$ cat src/rtl/keypad_scan_pkg.sv
// Shared types and constants for the 4x4 keypad scanner.
package keypad_scan_pkg;

    typedef enum logic [1:0] {
        ST_SCAN,
        ST_DEBOUNCE,
        ST_HELD,
        ST_RELEASE
    } state_e;

    // Default scan tick period in clk cycles: 1 ms at 100 MHz.
    localparam int unsigned KEY_SCAN_FREQ = 100000;

    // Indexed by {row, col}; entry 0 is row 0 / column 0.
    localparam logic [15:0][3:0] KEY_MAP = {
        4'hD, 4'hF, 4'h0, 4'hE,
        4'hC, 4'h9, 4'h8, 4'h7,
        4'hB, 4'h6, 4'h5, 4'h4,
        4'hA, 4'h3, 4'h2, 4'h1
    };

    // Lowest-index active-low row wins when several are low.
    function automatic logic [1:0] low_row(input logic [3:0] rows);
        logic [1:0] r;
        r = 2'd3;
        for (int i = 3; i >= 0; i--) begin
            if (!rows[i]) r = 2'(i);
        end
        return r;
    endfunction

endpackage

$ cat src/rtl/keypad_scan_tick_gen.sv
// Free-running divider producing a one-clk scan tick every SCAN_PERIOD cycles.
module scan_tick_gen
    import keypad_scan_pkg::*;
#(
    parameter int unsigned SCAN_PERIOD = KEY_SCAN_FREQ
) (
    input  logic clk,
    input  logic rst_n,
    output logic tick
);

    localparam int unsigned CW = (SCAN_PERIOD > 1) ? $clog2(SCAN_PERIOD) : 1;
    localparam logic [CW-1:0] LAST = CW'(SCAN_PERIOD - 1);

    logic [CW-1:0] cnt;

    always_ff @(posedge clk or negedge rst_n) begin
        if (!rst_n) begin
            cnt  <= '0;
            tick <= 1'b0;
        end else begin
            tick <= (cnt == LAST);
            cnt  <= (cnt == LAST) ? '0 : cnt + CW'(1);
        end
    end

endmodule

$ cat src/rtl/keypad_scan.sv
// 4x4 keypad column scanner with debounce, key handshake and 8-digit key history.
module keypad_scan
    import keypad_scan_pkg::*;
#(
    parameter int unsigned SCAN_PERIOD  = KEY_SCAN_FREQ,
    parameter int unsigned DEBOUNCE_CNT = 20
) (
    input  logic        clk,
    input  logic        rst_n,
    input  logic [3:0]  row_in,
    output logic [3:0]  col_out,
    output logic [3:0]  key_code,
    output logic        key_valid,
    input  logic        key_ack,
    output logic        overrun,
    input  logic        key_clr,
    output logic [31:0] data_out
);

    localparam int unsigned DW = (DEBOUNCE_CNT > 1) ? $clog2(DEBOUNCE_CNT) : 1;
    localparam logic [DW-1:0] DEB_LAST = DW'(DEBOUNCE_CNT - 1);

    logic          tick;
    logic [3:0]    row_meta, rows_s;
    state_e        state, state_d;
    logic [1:0]    col, col_d;
    logic [3:0]    lat_rows, lat_d;
    logic [DW-1:0] deb_cnt, deb_d, deb_inc;
    logic          accept_c;
    logic [3:0]    new_code_c;
    logic [3:0]    code_d;
    logic          valid_d, ovr_d;
    logic [31:0]   data_d;

    scan_tick_gen #(.SCAN_PERIOD(SCAN_PERIOD)) u_tick (
        .clk  (clk),
        .rst_n(rst_n),
        .tick (tick)
    );

    // Rows idle high, so the synchronizer resets to all ones.
    always_ff @(posedge clk or negedge rst_n) begin
        if (!rst_n) begin
            row_meta <= 4'hF;
            rows_s   <= 4'hF;
        end else begin
            row_meta <= row_in;
            rows_s   <= row_meta;
        end
    end

    always_ff @(posedge clk or negedge rst_n) begin
        if (!rst_n) begin
            state     <= ST_SCAN;
            col       <= 2'd0;
            col_out   <= 4'b1110;
            lat_rows  <= 4'hF;
            deb_cnt   <= '0;
            key_code  <= 4'h0;
            key_valid <= 1'b0;
            overrun   <= 1'b0;
            data_out  <= 32'h0;
        end else begin
            state     <= state_d;
            col       <= col_d;
            col_out   <= ~(4'b0001 << col_d);
            lat_rows  <= lat_d;
            deb_cnt   <= deb_d;
            key_code  <= code_d;
            key_valid <= valid_d;
            overrun   <= ovr_d;
            data_out  <= data_d;
        end
    end

    assign deb_inc = deb_cnt + DW'(1);

    // Scan/debounce sequencing plus key handshake and history update.
    always_comb begin
        state_d  = state;
        col_d    = col;
        lat_d    = lat_rows;
        deb_d    = deb_cnt;
        accept_c = 1'b0;
        if (tick) begin
            case (state)
                ST_SCAN: begin
                    if (rows_s != 4'hF) begin
                        lat_d   = rows_s;
                        deb_d   = '0;
                        state_d = ST_DEBOUNCE;
                    end else begin
                        col_d = col + 2'd1;
                    end
                end
                ST_DEBOUNCE: begin
                    if (rows_s == lat_rows) begin
                        if (deb_inc >= DEB_LAST) begin
                            accept_c = 1'b1;
                            state_d  = ST_HELD;
                        end else begin
                            deb_d = deb_inc;
                        end
                    end else begin
                        state_d = ST_SCAN;
                    end
                end
                ST_HELD: begin
                    if (rows_s == 4'hF) begin
                        deb_d   = '0;
                        state_d = ST_RELEASE;
                    end
                end
                ST_RELEASE: begin
                    if (rows_s == 4'hF) begin
                        if (deb_inc >= DEB_LAST) state_d = ST_SCAN;
                        else                     deb_d   = deb_inc;
                    end else begin
                        state_d = ST_HELD;
                    end
                end
                default: state_d = ST_SCAN;
            endcase
        end

        new_code_c = KEY_MAP[{low_row(lat_rows), col}];
        code_d     = key_code;
        valid_d    = key_valid;
        ovr_d      = overrun;
        data_d     = data_out;
        if (key_valid && key_ack) begin
            valid_d = 1'b0;
            ovr_d   = 1'b0;
        end
        if (key_clr) data_d = 32'h0;
        if (accept_c) begin
            code_d  = new_code_c;
            valid_d = 1'b1;
            if (key_valid && !key_ack) ovr_d = 1'b1;
            data_d  = {data_d[27:0], new_code_c};
        end
    end

endmodule

$ cat config.mk
export PLATFORM = sky130hd
export DESIGN_NAME = keypad_scan
export DESIGN_NICKNAME = d
export VERILOG_FILES = /design/src/rtl/keypad_scan_pkg.sv /design/src/rtl/keypad_scan_tick_gen.sv /design/src/rtl/keypad_scan.sv
export SDC_FILE = /design/constraint.sdc
export NUM_CORES = 1
export LEC_CHECK = 0
export ABC_CLOCK_PERIOD_IN_PS = 4200
export CAP_MARGIN = 20
export CORE_UTILIZATION = 35
export DETAILED_ROUTE_END_ITERATION = 7
export PLACE_DENSITY = 0.56
export SETUP_SLACK_MARGIN = 0.15
export SKIP_CTS_REPAIR_TIMING = 1
export SLEW_MARGIN = 20
export SYNTH_ARGS = -nofsm -noshare
export SYNTH_HDL_FRONTEND = slang
export SYNTH_SLANG_ARGS = --single-unit
$ cat constraint.sdc
create_clock -name clk -period 4.2 [get_ports clk]
set_clock_uncertainty 0.2 [all_clocks]
set_input_delay 0.63 -clock clk [delete_from_list [all_inputs] [get_ports clk]]
set_output_delay 0.63 -clock clk [all_outputs]
set_load 0.005 [all_outputs]
### Word-level counts from Yosys, hierarchy flattened

Memories as Yosys holds them, arrays and structs flattened.
Cells that the tools add are included.

| storage, ports and cells | value |
|---|---|
| memories | 1 |
| register bits after elaboration | 81 |
| output and inout bits | 42 |
| bits in read-only memories | 64 |
| word-level logic and storage cells | 76 |

| cells by class | value |
|---|---|
| muxes and demuxes | 32 |
| reductions and logical operators | 9 |
| $add $sub $neg | 3 |
| bitwise logic cells | 1 |
| shifts and indexed selects | 1 |
| order comparisons | 2 |
| equality and inequality tests | 13 |

Memories:

| name | depth | width | read ports | clocked after memory_dff | write ports | RTL line | source |
|---|---|---|---|---|---|---|---|
| (name not given) | 16 | 4 | 1 | 0 | 0 | keypad_scan.sv:126 | `new_code_c = KEY_MAP[{low_row(lat_rows), col}];` |

Operator list:

| operator | number |
|---|---|
| 32-bit two-way mux | 2 |
| 5-bit two-way mux | 5 |
| 2-bit two-way mux | 11 |
| 5-bit one-hot mux with 4 select lines | 1 |
| 17-bit by 1-bit adder with 17-bit output, second input constant | 1 |
| 17-bit equality test, second input constant | 1 |
| 17-bit two-way mux | 1 |
| 1-bit two-way mux | 10 |
| 5-bit AND reduction | 2 |
| 2-bit != test, second input constant | 4 |
| 2-bit one-hot mux with 4 select lines | 1 |
| 3-bit != test, second input constant | 2 |
| 5-bit by 1-bit adder with 5-bit output, second input constant | 1 |
| 5-bit greater-or-equal comparator, second input constant | 1 |
| 4-bit by 5-bit < comparator with 1-bit output, second input constant | 1 |
| 2-bit equality test, second input constant | 2 |
| 4-bit equality test | 1 |
| 4-bit equality test, second input constant | 1 |
| 4-bit two-way mux | 1 |
| 4-bit != test, second input constant | 1 |
| 4-bit NOT | 1 |
| 2-bit nonzero test | 2 |
| 1-bit by 2-bit left shift with 4-bit output, first input constant | 1 |
| 3-bit AND reduction | 1 |
| 5 further kinds | 6 |

### Longest topological paths before layout

Gate-level depths: netlist of run 1.

| logic depth | value |
|---|---|
| depth after elaboration | 7 |
| gate-level depth with buffers | 9 |
| gate-level depth less buffers | 7 |

### By module

A second synthesis of run 1 with hierarchy kept.

| second synthesis, totals | value |
|---|---|
| cells, all modules | 316 |
| area total of the unflattened synthesis | 3691.0 µm² |

By module, submodules not included:

| module | times used | cells each | sequential area each (µm²) | area each (µm²) |
|---|---|---|---|---|
| keypad_scan | 1 | 241 | 1595.3 | 2872.8 |
| scan_tick_gen | 1 | 75 | 450.4 | 818.3 |

### Worst setup path after synthesis of run 1

No wires, ideal clock.

| timing path | value |
|---|---|
| kind | register -> register |
| start point | register deb_cnt[0] |
| end point | register with a tool-made name |
| clock period less this slack | 2231 ps |
| stages on the path, launching flop included | 10 |
| setup time | 119 ps |
| buffers on the path | 2 |
| arrival | 1912 ps |
| slack | 1969 ps |
| cells stage by stage | dfrtp_1 > inv_1 > ha_1 > nor2_1 > or3_1 > o211ai_2 > nor4b_1 > buf_2 > buf_6 > o21a_1 |

RTL lines:

| item | RTL line | source |
|---|---|---|
| start: declaration | keypad_scan.sv:28 | `logic [DW-1:0] deb_cnt, deb_d, deb_inc;` |
| start signal: assignment | keypad_scan.sv:58 | `deb_cnt <= '0;` |
| start signal: assignment | keypad_scan.sv:68 | `deb_cnt <= deb_d;` |

### Worst setup path in the final report of run 1

| timing path | value |
|---|---|
| start point | register deb_cnt[0] |
| end point | register data_out[26] |

| on the way | value |
|---|---|
| word-level cells in the longest chain between the ends | 7 |

RTL lines:

| item | RTL line | source |
|---|---|---|
| 5-bit by 1-bit adder with 5-bit output | keypad_scan.sv:76 | `assign deb_inc = deb_cnt + DW'(1);` |
| 5-bit greater-or-equal comparator | keypad_scan.sv:98 | `if (deb_inc >= DEB_LAST) begin` |
| 1-bit two-way mux | keypad_scan.sv:98 |  |
| 1-bit two-way mux | keypad_scan.sv:97 | `if (rows_s == lat_rows) begin` |
| 1-bit two-way mux | keypad_scan.sv:86 | `case (state)` |
| 1-bit two-way mux | keypad_scan.sv:85 | `if (tick) begin` |
| 32-bit two-way mux | keypad_scan.sv:136 | `if (accept_c) begin` |
| net data_d[26] | keypad_scan.sv:33 | `logic [31:0] data_d;` |
| end signal: assignment | keypad_scan.sv:72 | `data_out <= data_d;` |
| end: declaration | keypad_scan.sv:17 | `output logic [31:0] data_out` |

The timed path passes the listed nets, and every way through them passes these cells.
A chain may end at the register's enable or synchronous reset.

==> results of run 1 <==
[flip-flops by register name, indices dropped and copies added, names as in the netlist, named ones only]
| name | count |
|---|---|
| key_code | 4 |
| u_tick.tick | 1 |
| row_meta | 4 |
| key_valid | 1 |
| deb_cnt | 5 |
| rows_s | 4 |
| col_out | 4 |
| u_tick.cnt | 17 |
| col | 2 |
| lat_rows | 4 |
| state | 2 |
| data_out | 32 |
[power by group]
group | leakage [nW] | internal (W) | switching [W]
logic | 0.716 | 0.0000117 | 0.0000206
clock network | 0.0952 | 0.000269 | 0.000275
registers | 1.07 | 0.000787 | 0.00000242
[layer usage]
metal	routed length (um)	global-route usage
met1	3377	0.1785
met2	2990	0.1977
met3	299	0.04117
met4	48	0.03924
met5	0	0
[critical path, stage by stage (launching register included)]
cell and delay (ns):
dfrtp_1 0.43, ha_1 0.25, nand3_2 0.13, xnor2_2 0.21, o211ai_2 0.19, nor4b_2 0.24, buf_4 0.50, mux2i_1 0.26
[area by class of cell]
cell class                      count  area, um^2  share of cell area
Clock buffer                       13       170.2             0.03784
Inverter                           14       52.55             0.01169
Sequential cell                    81        2046              0.4549
Timing Repair Buffer               50       499.2              0.1110
Clock inverter                      3       21.27            0.004730
Tap cell                          136       170.2             0.03784
Multi-Input combinational cell    205        1538              0.3420
[metrics by stage]
step	hold slack [ns]	utilization	instance area [um^2]	worst slack [ns]
2_1_floorplan	0.1344	-	3721	1.969
3_3_place_gp	0.1473	0.4167	4302	1.767
3_5_place_dp	0.1468	0.4167	4302	1.703
4_1_cts	0.1592	0.4352	4493	1.683
5_1_grt	0.1618	0.4356	4497	1.468
6_report	0.1119	0.4356	4497	1.710
[kinds of logic (layout without fill, tap and decap cells)]
logic type / count (synthesis) / in the layout / synth area share
AND/OR/NAND/NOR: 105 / 105 / 0.1638
multiplexers: 43 / 43 / 0.1163
XOR/XNOR: 22 / 22 / 0.05581
AO/OA/AOI/OAI: 28 / 28 / 0.05212
flip-flops: 81 / 81 / 0.5498
adder cells (fa/ha/maj): 7 / 7 / 0.02354
buffers and inverters: 27 / 80 / 0.03867
[layout by cell type, fill, tap and decap left out, types with 2 or more instances in the layout]
cell type,n
xnor2_2,2
nand2_1,16
o2bb2ai_1,2
o31ai_1,3
xnor2_1,10
o21a_1,2
and4_1,2
and3_1,4
clkbuf_8,10
mux2_2,2
nor2_1,18
nand4_1,3
dfstp_2,15
nor3_1,2
o21ai_0,5
clkbuf_1,2
nand3_2,2
inv_1,14
nand3_1,8
dfrtp_1,66
xor2_1,10
nor2b_1,3
ha_1,7
mux2i_1,41
nand2b_1,32
a21oi_1,6
o22ai_1,2
o22a_1,2
clkdlybuf4s50_1,48
[worst max-delay path by stage]
stage / slack [ns] / from / to / cells after the start
floorplan: 1.97 / deb_cnt[0]$_DFFE_PN0P_ / register / 9
global placement: 1.77 / deb_cnt[0]$_DFFE_PN0P_ / key_code[3]$_DFFE_PN0P_ / 7
detailed placement: 1.70 / deb_cnt[0]$_DFFE_PN0P_ / data_out[26]$_DFF_PN0_ / 8
CTS: 1.68 / deb_cnt[0]$_DFFE_PN0P_ / data_out[26]$_DFF_PN0_ / 7
global route: 1.47 / deb_cnt[0]$_DFFE_PN0P_ / data_out[21]$_DFF_PN0_ / 8
finish: 1.71 / deb_cnt[0]$_DFFE_PN0P_ / data_out[26]$_DFF_PN0_ / 7
==> flow_summary_export.csv, run 1 <==
group,metric,value,unit
die,initial_core_util,0.3604,
route,drc,0,
clocking,numCtsBuffers,9,
worst_setup_path,r2r-start,"deb_cnt[0]$_DFFE_PN0P_",
synth,ys_seq_elements,81,
pwr,power.total,0.001365,W
worst_setup_path,crit_fanout,33,
placed_design,placed_cells,486,
synth,syn_area,3721,um^2
hold_path,hp-class,"input pin to asynchronous set/reset pin",
layout,final_nets,376,
clocking,cts_tree,"built",
timing,relSlewSlack,0.4202,
synth,synth_edf_count,0,
layout,area_growth,20.85,%
grt,grt_pass1_vias,2304,
layout,drive_above_1_share,0.1175,
timing,hold_violations,0,
die,die_h,105.1,um
placed_design,port-buffer-count,49,
synth,yosys_warnings,0,
synth,synth_top_area_share,0.4438,
synth,synth_area_leaders,"dfrtp_1, mux2i_1, dfstp_2",
worst_setup_path,crit_arrival,2.55,ns
route,drt-total-wl,6715,um
synth,synth_top_flop_cell,"dfrtp_1",
route,ant_nets,0,
synth,synth_nets,328,
flow_run,drv_cap,0,
synth,synth_cell_types,50,
grt,grt_antenna_before_repair,0,
timing,tns,0,ns
synth,synthArstFlopShare,1.000,
worst_setup_path,path_class,"register to register",
timing,rsz0062_at_grt,"false",
route,drt_iter0_markers,96,
pwr,p_leak,1.876,nW
timing,fin_crit,2.490,ns
timing,fin_crit_sh,0.5928,
route,viasPerCell,4.683,
timing,clock.fmax,401.7,MHz
layout,fillers,991,
layout,antenna_cells,0,
route,drtPass1Iterations,4,
synth,yosys.area.top_type,"dfrtp_1",
die,core_area,10320,um^2
layout,layout.cells.non_filler,502,
synth,avgSynthCellArea,11.89,um^2
clocking,cts_num_sinks,81,
grt,gr-total-overflow,0,
pwr,ir_drop,179.7,uV
clocking,clk_latency,0.34,ns
clocking,clockBufferDepth,2,
placed_design,gp_congestion,0.7893,
synth,synth_most_common_cell,"dfrtp_1",
worst_setup_path,required,4.26,ns
pwr,powerDensity,303.6,nW/um^2
worst_setup_path,critPathLaunchType,"register",
clocking,htree_levels,3,
worst_setup_path,reg2regPathDepth,7,
clocking,clockRootBuffer,"clkbuf_8",
route,vias,2351,
timing,worst_pin_slew,0.8669,ns
clocking,clk_pin_slew,0.09,ns
die,fp.dieArea,11050,um^2
die,rows,37,
synth,ys_seq_area_frac,0.5498,
timing,finalSetupViolCount,0,
worst_setup_path,end_kind,"register",
die,num_io_pins,50,
worst_setup_path,r2r_end,"data_out[26]$_DFF_PN0_",
worst_setup_path,r2r_slack,1.71,ns
grt,track_usage,0.1306,
grt,grt_max_degree,82,
die,dieWidth,105.1,um
placed_design,dp_hpwl,4468,um
synth,synth_commonest_cells,"dfrtp_1, mux2i_1, nand2b_1",
route,wl_per_cell,13.38,um
grt,grt_first_pass_wirelength,11440,um
timing,maxSlewViolCount,0,
synth,syn_inst,313,
outcome,status,"finished clean",
Note: power is estimated with default switching activity, not from simulation.
==> run 2, diff against run 1 <==
--- a/config.mk
+++ b/config.mk
@@ -5,7 +5,7 @@
 export SDC_FILE = /design/constraint.sdc
 export NUM_CORES = 1
 export LEC_CHECK = 0
-export ABC_CLOCK_PERIOD_IN_PS = 4200
+export ABC_CLOCK_PERIOD_IN_PS = 2600
 export CAP_MARGIN = 20
 export CORE_UTILIZATION = 35
 export DETAILED_ROUTE_END_ITERATION = 7
==> constraint.sdc (replaced) <==
create_clock -name clk -period 2.6 [get_ports clk]
set_clock_uncertainty 0.2 [all_clocks]
set_input_delay 0.39 -clock clk [delete_from_list [all_inputs] [get_ports clk]]
set_output_delay 0.39 -clock clk [all_outputs]
set_load 0.005 [all_outputs]
==> flow_summary_export.csv, run 2 (synthesized netlist as in run 1, its figures left out) <==
group,metric,value,unit
clocking,cts_num_sinks,81,
layout,top_regs,"data_out (32), u_tick.cnt (17), deb_cnt (5)",
layout,final_nets,385,
route,vias,2436,
route,ant_nets,0,
layout,final_cell_area,4659,um^2
timing,final.setup.worst_slack,0.2036,ns
clocking,clk_pin_slew,0.09,ns
timing,finalSetupViolCount,0,
route,drt_iter0_markers,65,
die,fp.dieArea,11050,um^2
pwr,ir_drop,217.4,uV
die,num_io_pins,50,
die,initial_core_util,0.3604,
pwr,powerDensity,486.7,nW/um^2
pwr,p_leak,1.924,nW
placed_design,dp_hpwl,4837,um
outcome,status,"finished clean",
grt,grt_pass1_vias,2348,
grt,grt_max_degree,44,
layout,fillers,973,
timing,worst_pin_slew,0.5563,ns
placed_design,dpl_cell_area,4357,um^2
placed_design,gp_congestion,0.7152,
worst_setup_path,path_class,"register to register",
worst_setup_path,slowest_stage,"dfrtp_2",
clocking,htree_levels,3,
worst_setup_path,end_kind,"register",
route,wl_per_cell,14.07,um
timing,fin_crit,2.396,ns
layout,antenna_cells,0,
placed_design,port-buffer-count,49,
layout,final_cell_mix,"dfrtp_1, clkdlybuf4s50_1, mux2i_1",
timing,fin_crit_sh,0.9217,
worst_setup_path,max_stage_delay,0.41,ns
route,drc,0,
die,die_h,105.1,um
clocking,clockRootBuffer,"clkbuf_8",
worst_setup_path,crit_arrival,2.43,ns
grt,track_usage,0.1350,
layout,drive_above_1_share,0.1547,
worst_setup_path,cp_cell_sequence,"inv_1 -> ha_1 -> nor2_1 -> or3_4 -> o211ai_4 -> nor4b_4 -> buf_4 -> clkbuf_16 -> mux2i_2",
grt,grt_first_pass_wirelength,11560,um
timing,tns,0,ns
layout,top_register,"data_out",
grt,grt_antenna_before_repair,0,
worst_setup_path,critPathLaunchType,"register",
worst_setup_path,required,2.63,ns
timing,rsz0062_at_grt,"false",
flow_run,drv_cap,0,
die,rows,37,
clocking,numCtsBuffers,9,
route,viasPerCell,4.767,
layout,area_growth,25.22,%
timing,clock.fmax,417.3,MHz
die,core_area,10320,um^2
timing,maxSlewViolCount,0,
die,dieWidth,105.1,um
placed_design,pre_cts_ws,0.2206,ns
layout,largest_register_ffs,32,
worst_setup_path,crit_fanout,17,
clocking,clockBufferDepth,2,
grt,gr-total-overflow,0,
timing,hold_violations,0,
layout,final_common_cell,"dfrtp_1",
clocking,clk_latency,0.35,ns
clocking,cts_tree,"built",
hold_path,hp-class,"register to register",
route,drt-total-wl,7191,um
timing,relSlewSlack,0.6291,
route,drtPass1Iterations,4,
## run 2: power breakdown
part	leakage (nW)	switching (W)	internal, W
clock network	0.100	0.000464	0.000471
logic	0.761	0.0000344	0.0000231
registers	1.06	0.00000368	0.00127
## run 2: worst paths after layout
| path | from | end | slack [ns] | cells past startpoint |
|---|---|---|---|---|
| min in group asynchronous | rst_n | data_out[13]$_DFF_PN0_ | 0.37 | 2 |
| hold reg to reg | row_meta[3]$_DFF_PN1_ | rows_s[3]$_DFF_PN1_ | 0.16 | 0 |
| setup reg to reg | deb_cnt[0]$_DFFE_PN0P_ | data_out[23]$_DFF_PN0_ | 0.20 | 9 |
| hold / removal | row_meta[3]$_DFF_PN1_ | rows_s[3]$_DFF_PN1_ | 0.16 | 0 |
| max in group asynchronous | rst_n | rows_s[2]$_DFF_PN1_ | 1.14 | 3 |
| setup / recovery | deb_cnt[0]$_DFFE_PN0P_ | data_out[23]$_DFF_PN0_ | 0.20 | 9 |
## run 2: stage by stage
stage | hold slack (ns) | utilization | std cells | total power [W]
after detailed placement | 0.1484 | 0.4220 | 490 | 0.001357
final | 0.1586 | 0.4513 | 511 | 0.002268
after floorplan | -0.1056 | - | 313 | 0.001313
after CTS | -0.1694 | 0.4419 | 506 | 0.002312
after global routing | 0.1644 | 0.4513 | 511 | 0.002364
after global placement | 0.1464 | 0.4220 | 490 | 0.001357
## run 2: worst max-delay path, delay by kind of cell (launching register included)
kind / cells / cell delay, ns
AOI/OAI and AO/OA: 1 / 0.28
adders and majority gates: 1 / 0.29
buffers and inverters: 3 / 0.40
DFF: 1 / 0.41
muxes: 1 / 0.16
and+or+nand+nor: 3 / 0.52
## run 2: layout make-up
class / instances / area (um^2) / area share
Clock inverter: 6 / 67.56 / 0.01450
Timing Repair Buffer: 59 / 599.3 / 0.1286
Multi-Input combinational cell: 205 / 1585 / 0.3402
Inverter: 14 / 52.55 / 0.01128
Sequential cell: 81 / 2047 / 0.4393
Tap cell: 136 / 170.2 / 0.03652
Clock buffer: 10 / 137.6 / 0.02954
## run 2: metal layers
metal / wire length, um / track usage / share of wire / up-vias
met5: 0 / 0 / 0 / -
met4: 86 / 0.05131 / 0.012 / 0
met3: 288 / 0.03868 / 0.040 / 7
met2: 3203 / 0.1930 / 0.45 / 51
met1: 3613 / 0.1925 / 0.50 / 1198
li1: - / - / - / 1180
